File: config.mk
export PLATFORM = sky130hd
export DESIGN_NAME = eth_burst_scheduler_flat
export DESIGN_NICKNAME = d
export VERILOG_FILES = /design/src/rtl/eth_sched_pkg.sv /design/src/rtl/eth_burst_scheduler_if.sv /design/src/rtl/eth_burst_scheduler_rr_arbiter.sv /design/src/rtl/eth_burst_scheduler.sv /design/src/flat_wrapper.sv
export SDC_FILE = /design/constraint.sdc
export NUM_CORES = 1
export LEC_CHECK = 0
export BUFFER_PORTS_ARGS = -buffer_cell sky130_fd_sc_hd__buf_2
export CORE_ASPECT_RATIO = 0.75
export CORE_UTILIZATION = 31
export DETAILED_ROUTE_END_ITERATION = 16
export MAX_ROUTING_LAYER = met4
export PLACE_DENSITY = 0.45
export SETUP_SLACK_MARGIN = 0.15
export SKIP_CTS_REPAIR_TIMING = 1
export SLEW_MARGIN = 40
export SYNTH_ARGS = -nofsm -noshare
export SYNTH_HDL_FRONTEND = slang
export SYNTH_SLANG_ARGS = --single-unit
File: constraint.sdc
create_clock -name clk -period 5.3 [get_ports clk]
set_input_delay 1.06 -clock clk [delete_from_list [all_inputs] [get_ports clk]]
set_output_delay 1.06 -clock clk [all_outputs]
set_load 0.1 [all_outputs]
File: src/rtl/eth_sched_pkg.sv
// Shared types for the Ethernet burst scheduler: FSM state encoding and default sizing.
// Optional header-beat feature is selected with SCHED_HDR_EN (see eth_burst_scheduler).
package eth_sched_pkg;

    localparam int NCH_DEF   = 4;
    localparam int CNT_W_DEF = 16;

    typedef enum logic [3:0] {
        IDLE  = 4'b0001,
        ARB   = 4'b0010,
        BURST = 4'b0100,
        GAP   = 4'b1000
    } state_t;

    // Channel index and counter types for the default sizing.
    typedef logic [$clog2(NCH_DEF)-1:0] ch_idx_t;
    typedef logic [CNT_W_DEF-1:0]       cnt_t;

endpackage

File: src/rtl/eth_burst_scheduler_if.sv
// Handshake bundle between capture FIFOs / TX path and the burst scheduler.
// The hdr signal exists only when SCHED_HDR_EN is defined.
interface eth_burst_scheduler_if #(
    parameter int NCH = 4
);
    localparam int IW = $clog2(NCH);

    logic           arm;
    logic [NCH-1:0] empty;
    logic           tx_ready;
    logic [NCH-1:0] rd_en;
    logic [IW-1:0]  addr;
    logic           eth_en;
    logic           sof;
    logic           eof;
    logic           abort;
    logic           busy;
`ifdef SCHED_HDR_EN
    logic           hdr;
`endif

    modport master (
        input  arm, empty, tx_ready,
`ifdef SCHED_HDR_EN
        output hdr,
`endif
        output rd_en, addr, eth_en, sof, eof, abort, busy
    );

    modport slave (
        output arm, empty, tx_ready,
`ifdef SCHED_HDR_EN
        input  hdr,
`endif
        input  rd_en, addr, eth_en, sof, eof, abort, busy
    );

endinterface

File: src/rtl/eth_burst_scheduler_rr_arbiter.sv
// Combinational rotate-priority picker: first requesting channel after ptr, wrapping modulo NCH.
module rr_arbiter #(
    parameter int NCH = 4
) (
    input  logic [NCH-1:0]         req,
    input  logic [$clog2(NCH)-1:0] ptr,
    output logic [$clog2(NCH)-1:0] grant,
    output logic                   valid
);
    localparam int IW = $clog2(NCH);

    logic [IW-1:0] cand;

    // Scan from the farthest candidate inward so the nearest requester after ptr wins.
    always_comb begin
        grant = '0;
        valid = 1'b0;
        cand  = '0;
        for (int i = NCH; i >= 1; i--) begin
            cand = IW'((int'(ptr) + i) % NCH);
            if (req[cand]) begin
                grant = cand;
                valid = 1'b1;
            end
        end
    end

endmodule

File: src/rtl/eth_burst_scheduler.sv
// Round-robin burst scheduler draining NCH FWFT FIFOs into the shared Ethernet TX path.
// Define SCHED_HDR_EN to emit a header beat (hdr=1) ahead of each burst's payload.
module eth_burst_scheduler
    import eth_sched_pkg::*;
#(
    parameter int NCH       = NCH_DEF,
    parameter int BURST_LEN = 1024,
    parameter int GAP_LEN   = 8192,
    parameter int STALL_MAX = 64,
    parameter int CNT_W     = CNT_W_DEF
) (
    input  logic                  clk,
    input  logic                  rst,
    eth_burst_scheduler_if.master bus
);
    localparam int IW = $clog2(NCH);

    localparam logic [CNT_W-1:0] BEAT_LAST  = CNT_W'(BURST_LEN - 1);
    localparam logic [CNT_W-1:0] GAP_LAST   = CNT_W'(GAP_LEN - 1);
    localparam logic [CNT_W-1:0] STALL_LAST = CNT_W'(STALL_MAX - 1);

`ifdef SCHED_HDR_EN
    localparam bit HDR_BEAT = 1'b1;
`else
    localparam bit HDR_BEAT = 1'b0;
`endif

    state_t           state, state_nxt;
    logic [IW-1:0]    grant_addr, grant_addr_nxt;
    logic [IW-1:0]    last_grant, last_grant_nxt;
    logic [CNT_W-1:0] beat_cnt, beat_cnt_nxt;
    logic [CNT_W-1:0] stall_cnt, stall_cnt_nxt;
    logic [CNT_W-1:0] gap_cnt, gap_cnt_nxt;
    logic [IW-1:0]    arb_grant;
    logic             arb_valid;
    logic             granted_empty;
    logic             hdr_phase;

`ifdef SCHED_HDR_EN
    logic hdr_pend, hdr_pend_nxt;
    assign hdr_phase = hdr_pend;
`else
    assign hdr_phase = 1'b0;
`endif

    rr_arbiter #(.NCH(NCH)) u_arb (
        .req   (~bus.empty),
        .ptr   (last_grant),
        .grant (arb_grant),
        .valid (arb_valid)
    );

    assign granted_empty = bus.empty[grant_addr];
    assign bus.addr      = grant_addr;
    assign bus.busy      = (state != IDLE);

    always_comb begin
        // NOTE: every output and next-state value is defaulted first so no path infers a latch.
        state_nxt      = state;
        grant_addr_nxt = grant_addr;
        last_grant_nxt = last_grant;
        beat_cnt_nxt   = beat_cnt;
        stall_cnt_nxt  = stall_cnt;
        gap_cnt_nxt    = gap_cnt;
        bus.rd_en      = '0;
        bus.eth_en     = 1'b0;
        bus.sof        = 1'b0;
        bus.eof        = 1'b0;
        bus.abort      = 1'b0;
`ifdef SCHED_HDR_EN
        bus.hdr        = 1'b0;
        hdr_pend_nxt   = hdr_pend;
`endif
        unique case (state)
            IDLE: begin
                if (bus.arm && !(&bus.empty)) state_nxt = ARB;
            end
            ARB: begin
                if (arb_valid) begin
                    grant_addr_nxt = arb_grant;
                    last_grant_nxt = arb_grant;
                    beat_cnt_nxt   = '0;
                    stall_cnt_nxt  = '0;
`ifdef SCHED_HDR_EN
                    hdr_pend_nxt   = 1'b1;
`endif
                    state_nxt      = BURST;
                end else begin
                    state_nxt = IDLE;
                end
            end
            BURST: begin
                if (hdr_phase) begin
                    if (bus.tx_ready) begin
                        bus.eth_en   = 1'b1;
                        bus.sof      = 1'b1;
`ifdef SCHED_HDR_EN
                        bus.hdr      = 1'b1;
                        hdr_pend_nxt = 1'b0;
`endif
                    end
                end else if (bus.tx_ready && !granted_empty) begin
                    bus.rd_en[grant_addr] = 1'b1;
                    bus.eth_en            = 1'b1;
                    bus.sof               = (beat_cnt == '0) && !HDR_BEAT;
                    stall_cnt_nxt         = '0;
                    beat_cnt_nxt          = beat_cnt + 1'b1;
                    if (beat_cnt == BEAT_LAST) begin
                        bus.eof     = 1'b1;
                        gap_cnt_nxt = '0;
                        state_nxt   = GAP;
                    end
                end else if (bus.tx_ready) begin
                    // Only cycles where TX could have accepted a word count toward the timeout.
                    if (stall_cnt == STALL_LAST) begin
                        bus.abort   = 1'b1;
                        gap_cnt_nxt = '0;
                        state_nxt   = GAP;
                    end else begin
                        stall_cnt_nxt = stall_cnt + 1'b1;
                    end
                end
            end
            GAP: begin
                if (gap_cnt == GAP_LAST) begin
                    state_nxt = (&bus.empty) ? IDLE : ARB;
                end else begin
                    gap_cnt_nxt = gap_cnt + 1'b1;
                end
            end
            default: state_nxt = IDLE;
        endcase
    end

    always_ff @(posedge clk or posedge rst) begin
        // NOTE: registers take non-blocking assignments; the combinational block above uses blocking.
        if (rst) begin
            state      <= IDLE;
            grant_addr <= '0;
            last_grant <= IW'(NCH - 1);
            beat_cnt   <= '0;
            stall_cnt  <= '0;
            gap_cnt    <= '0;
`ifdef SCHED_HDR_EN
            hdr_pend   <= 1'b0;
`endif
        end else begin
            state      <= state_nxt;
            grant_addr <= grant_addr_nxt;
            last_grant <= last_grant_nxt;
            beat_cnt   <= beat_cnt_nxt;
            stall_cnt  <= stall_cnt_nxt;
            gap_cnt    <= gap_cnt_nxt;
`ifdef SCHED_HDR_EN
            hdr_pend   <= hdr_pend_nxt;
`endif
        end
    end

endmodule

File: src/flat_wrapper.sv
// flat-port wrapper written by rule: the top's interface ports become plain ports
module eth_burst_scheduler_flat import eth_sched_pkg::*;
#(
    parameter int NCH       = NCH_DEF,
    parameter int BURST_LEN = 1024,
    parameter int GAP_LEN   = 8192,
    parameter int STALL_MAX = 64,
    parameter int CNT_W     = CNT_W_DEF
)
  (clk, rst, bus_arm, bus_empty, bus_tx_ready, bus_rd_en, bus_addr, bus_eth_en, bus_sof, bus_eof, bus_abort, bus_busy);
  eth_burst_scheduler_if #(.NCH(NCH)) bus_i ();
  input  logic clk;
  input  logic rst;
  input wire logic [$bits(bus_i.arm)-1:0] bus_arm;
  input wire logic [$bits(bus_i.empty)-1:0] bus_empty;
  input wire logic [$bits(bus_i.tx_ready)-1:0] bus_tx_ready;
  output wire logic [$bits(bus_i.rd_en)-1:0] bus_rd_en;
  output wire logic [$bits(bus_i.addr)-1:0] bus_addr;
  output wire logic [$bits(bus_i.eth_en)-1:0] bus_eth_en;
  output wire logic [$bits(bus_i.sof)-1:0] bus_sof;
  output wire logic [$bits(bus_i.eof)-1:0] bus_eof;
  output wire logic [$bits(bus_i.abort)-1:0] bus_abort;
  output wire logic [$bits(bus_i.busy)-1:0] bus_busy;
  assign bus_i.arm = bus_arm;
  assign bus_i.empty = bus_empty;
  assign bus_i.tx_ready = bus_tx_ready;
  assign bus_rd_en = bus_i.rd_en;
  assign bus_addr = bus_i.addr;
  assign bus_eth_en = bus_i.eth_en;
  assign bus_sof = bus_i.sof;
  assign bus_eof = bus_i.eof;
  assign bus_abort = bus_i.abort;
  assign bus_busy = bus_i.busy;
  eth_burst_scheduler #(.NCH(NCH), .BURST_LEN(BURST_LEN), .GAP_LEN(GAP_LEN), .STALL_MAX(STALL_MAX), .CNT_W(CNT_W)) u_core (.clk(clk), .rst(rst), .bus(bus_i));
endmodule
==> impl_metrics.csv <==
group,metric,value,unit
run_status,outcome,"completed",
critical_path,cp-start-kind,"flop",
global_routing,grt_overflow,0,
floorplanning,initial_core_util,0.3271,
flow_run,max-cap-violations,0,
detailed_routing,routed_wl,8623,um
synthesis,netlist_area,3445,um2
synthesis,synthCells,391,
worst_hold_path,hold_path_depth,1,
sta,fin_tns_setup,0,ps
global_routing,track_usage,0.1657,
detailed_routing,drtPass1Iterations,4,
synthesis,ys_seq_elements,56,
detailed_routing,drtIter0Drc,180,
clock_network,numCtsBuffers,5,
floorplanning,core_area,10530,um2
critical_path,r2r_cells,6,
placed_design,portBuffers,18,
global_routing,grt_max_degree,57,
sta,worstMarginPinSlew,691.4,ps
worst_hold_path,min_to,"u_core.gap_cnt[15]",
clock_network,cts_tree,"built",
critical_path,arrival,2880,ps
floorplanning,die_w,123.7,um
synthesis,synth.avg_cell_area,8.810,um2
synthesis,synth_seq_area_share,0.4079,
sta,max-slew-margin-rel,0.5390,
sta,rsz0062_at_grt,"no",
synthesis,synth_nets,403,
power,p_leak,1.468,nW
clock_network,htree_levels,2,
critical_path,worstSetupPathType,"flop to primary output",
critical_path,r2r_slack,2540,ps
detailed_routing,vias,3007,
clock_network,clock_path_buffers,2,
detailed_routing,via_per_inst,5.610,
synthesis,yosysTopAreaCellShare,0.3850,
critical_path,required,4240,ps
sta,period_share,0.7429,
floorplanning,die_h,93.29,um
final_layout,n_antenna_cell,0,
clock_network,clock_latency,300,ps
floorplanning,rows,32,
final_layout,final_layout_size_suffix_gt1_frac,0.1250,
sta,hold_viol_final,0,
floorplanning,io_pins,19,
worst_hold_path,hold_class,"flop to flop",
sta,setup_viol_count_final,0,
final_layout,area_growth,10.35,%
detailed_routing,wl_per_cell,16.09,um
critical_path,cp_max_fo,12,
synthesis,synthArstFlopShare,1.000,
sta,layout_min_cycle_time,3937,ps
floorplanning,die_area,11540,um2
sta,fmax,254.0,MHz
worst_hold_path,hold_start,"u_core.gap_cnt[15]",
synthesis,synth_edf_count,0,
sta,skew,7.141,ps
critical_path,r2r_end,"u_core.gap_cnt[5]",
synthesis,synthFlopType,"dfrtp_1",
sta,drv_slew,0,
synthesis,synthDistinctLibCells,51,
detailed_routing,drcViolationCount,0,
global_routing,grt_pass1_wl,14440,um
synthesis,synthTopCellsByArea,"dfrtp_1 (39%), o31ai_1 (5.2%), or4_1 (5.2%)",
final_layout,fillers,1077,
global_routing,antenna_found_initial,0,
global_routing,grt_pass1_vias,2737,
placed_design,hpwl,5985,um
critical_path,end_kind,"primary output",
synthesis,yosys_warnings,0,
clock_network,ctsRootBufferMaster,"clkbuf_16",
sta,hold_ws,515.5,ps
placed_design,gp_congestion,0.7901,
synthesis,yosysTopAreaCell,"dfrtp_1",
clock_network,clk_pin_slew,70,ps
critical_path,r2r-start,"u_core.bus.addr[1]",
clock_network,clock_sinks,56,
power,p_per_area,441.5,nW/um2
final_layout,fin_nets,411,
detailed_routing,ant_nets,0,
power,vdd_drop_max,0.0002601,V
[state kept, by name, summed over array words and instances, names as in the netlist]
| register | flops |
|---|---|
| u_core.beat_cnt | 16 |
| u_core.gap_cnt | 16 |
| u_core.stall_cnt | 16 |
| u_core.state | 4 |
| u_core.bus.addr | 2 |
| u_core.last_grant | 2 |
[where the power goes]
part,switching (mW),internal [mW]
sequential,0.186,0.560
clock,0.153,0.176
combinational,0.406,0.198
[metal layers]
| metal | part of all wire | wire (um) | track usage | vias to the layer above |
|---|---|---|---|---|
| li1 | - | - | - | 1533 |
| met2 | 0.39 | 3392 | 0.2222 | 34 |
| met4 | 0.0059 | 51 | 0.03614 | 0 |
| met3 | 0.028 | 243 | 0.02927 | 5 |
| met1 | 0.57 | 4936 | 0.2538 | 1435 |
| met5 | 0 | 0 | - | - |
[per-stage QoR]
step | util | instance area, um2 | setup WS (ps) | std cells | total power [mW]
after floorplan | - | 3460 | 190.6 | 391 | 1.197
after global placement | 0.3459 | 3642 | 1521 | 527 | 1.348
after detailed placement | 0.3472 | 3656 | 1504 | 528 | 1.354
after CTS | 0.3603 | 3794 | 1317 | 536 | 1.688
after global routing | 0.3610 | 3801 | 1241 | 536 | 1.811
final | 0.3610 | 3801 | 1363 | 536 | 1.678
[cells in the mapped netlist (2+ instances only)]
| library cell | count |
|---|---|
| a21o_1 | 5 |
| ha_1 | 4 |
| nor4_4 | 2 |
| nand3_1 | 18 |
| buf_2 | 5 |
| or2_2 | 2 |
| or4_1 | 24 |
| nor2_1 | 25 |
| o21a_1 | 6 |
| or3_1 | 2 |
| dfrtp_1 | 53 |
| and2_1 | 4 |
| mux2i_1 | 7 |
| a21oi_1 | 32 |
| a31oi_1 | 10 |
| clkbuf_1 | 13 |
| o21ai_0 | 12 |
| a21oi_2 | 4 |
| a41oi_1 | 2 |
| dfstp_2 | 3 |
| and3_1 | 7 |
| nor3_1 | 12 |
| and4_1 | 4 |
| a221oi_1 | 2 |
| nand2_1 | 28 |
| o31ai_1 | 24 |
| o31a_1 | 4 |
| nand4_1 | 16 |
| buf_6 | 2 |
| nand3b_1 | 2 |
| nand2b_1 | 9 |
| o21ai_1 | 4 |
| inv_1 | 14 |
| or4b_1 | 2 |
| o22ai_1 | 2 |
| nor4_1 | 11 |
[worst max-delay path, cell delays in order (launching register included)]
cell     delay, ps
dfrtp_1        540
or4b_1         710
a221o_1        440
nor4_4         320
and2_1         150
buf_2          410
[placed cells by master, fill, tap and decap left out, drive strengths merged, types with 5 or more instances in the layout]
cell type and count:
dfrtp 53, a21oi 36, nand2 28, nor2 25, or4 24, o31ai 24
buf 23, nand3 18, nand4 16, o21ai 16, inv 14, nor4 13
nor3 12, a31oi 10, nand2b 9, mux2i 7, and3 7, clkbuf 7
o21a 6, a21o 5, o31a 5
[final cells by class]
cell class / count / area [um2] / area share
clock buffer: 7 / 132.6 / 0.03489
clock inverter: 1 / 5.005 / 0.001317
inverter: 14 / 52.55 / 0.01382
multi-input combinational: 299 / 1904 / 0.5010
sequential: 56 / 1405 / 0.3697
tap: 136 / 170.2 / 0.04477
timing repair buffer: 23 / 131.4 / 0.03456
[cell families (layout without fill, tap and decap cells)]
kind of cell / after synthesis / in the layout / share of synthesized area
AO/OA/AOI/OAI: 116 / 116 / 0.2216
adder cells (fa/ha/maj): 4 / 4 / 0.01453
buffers and inverters: 36 / 45 / 0.04649
flip-flops: 56 / 56 / 0.4079
multiplexers: 8 / 8 / 0.02361
AND/OR/NAND/NOR: 171 / 171 / 0.2859
[how the worst max path moves through the flow]
stage	startpoint	end	slack [ps]	depth (start not counted)
2_1_floorplan	u_core.bus.addr[1]	bus_sof	190	6
3_3_place_gp	bus_empty[3]	bus_abort	1520	6
3_5_place_dp	bus_empty[3]	bus_abort	1500	6
4_1_cts	u_core.state[2]	bus_abort	1320	5
5_1_grt	u_core.state[2]	bus_abort	1240	5
6_report	u_core.state[2]	bus_abort	1360	5
Power figures use the tool's default switching activity.
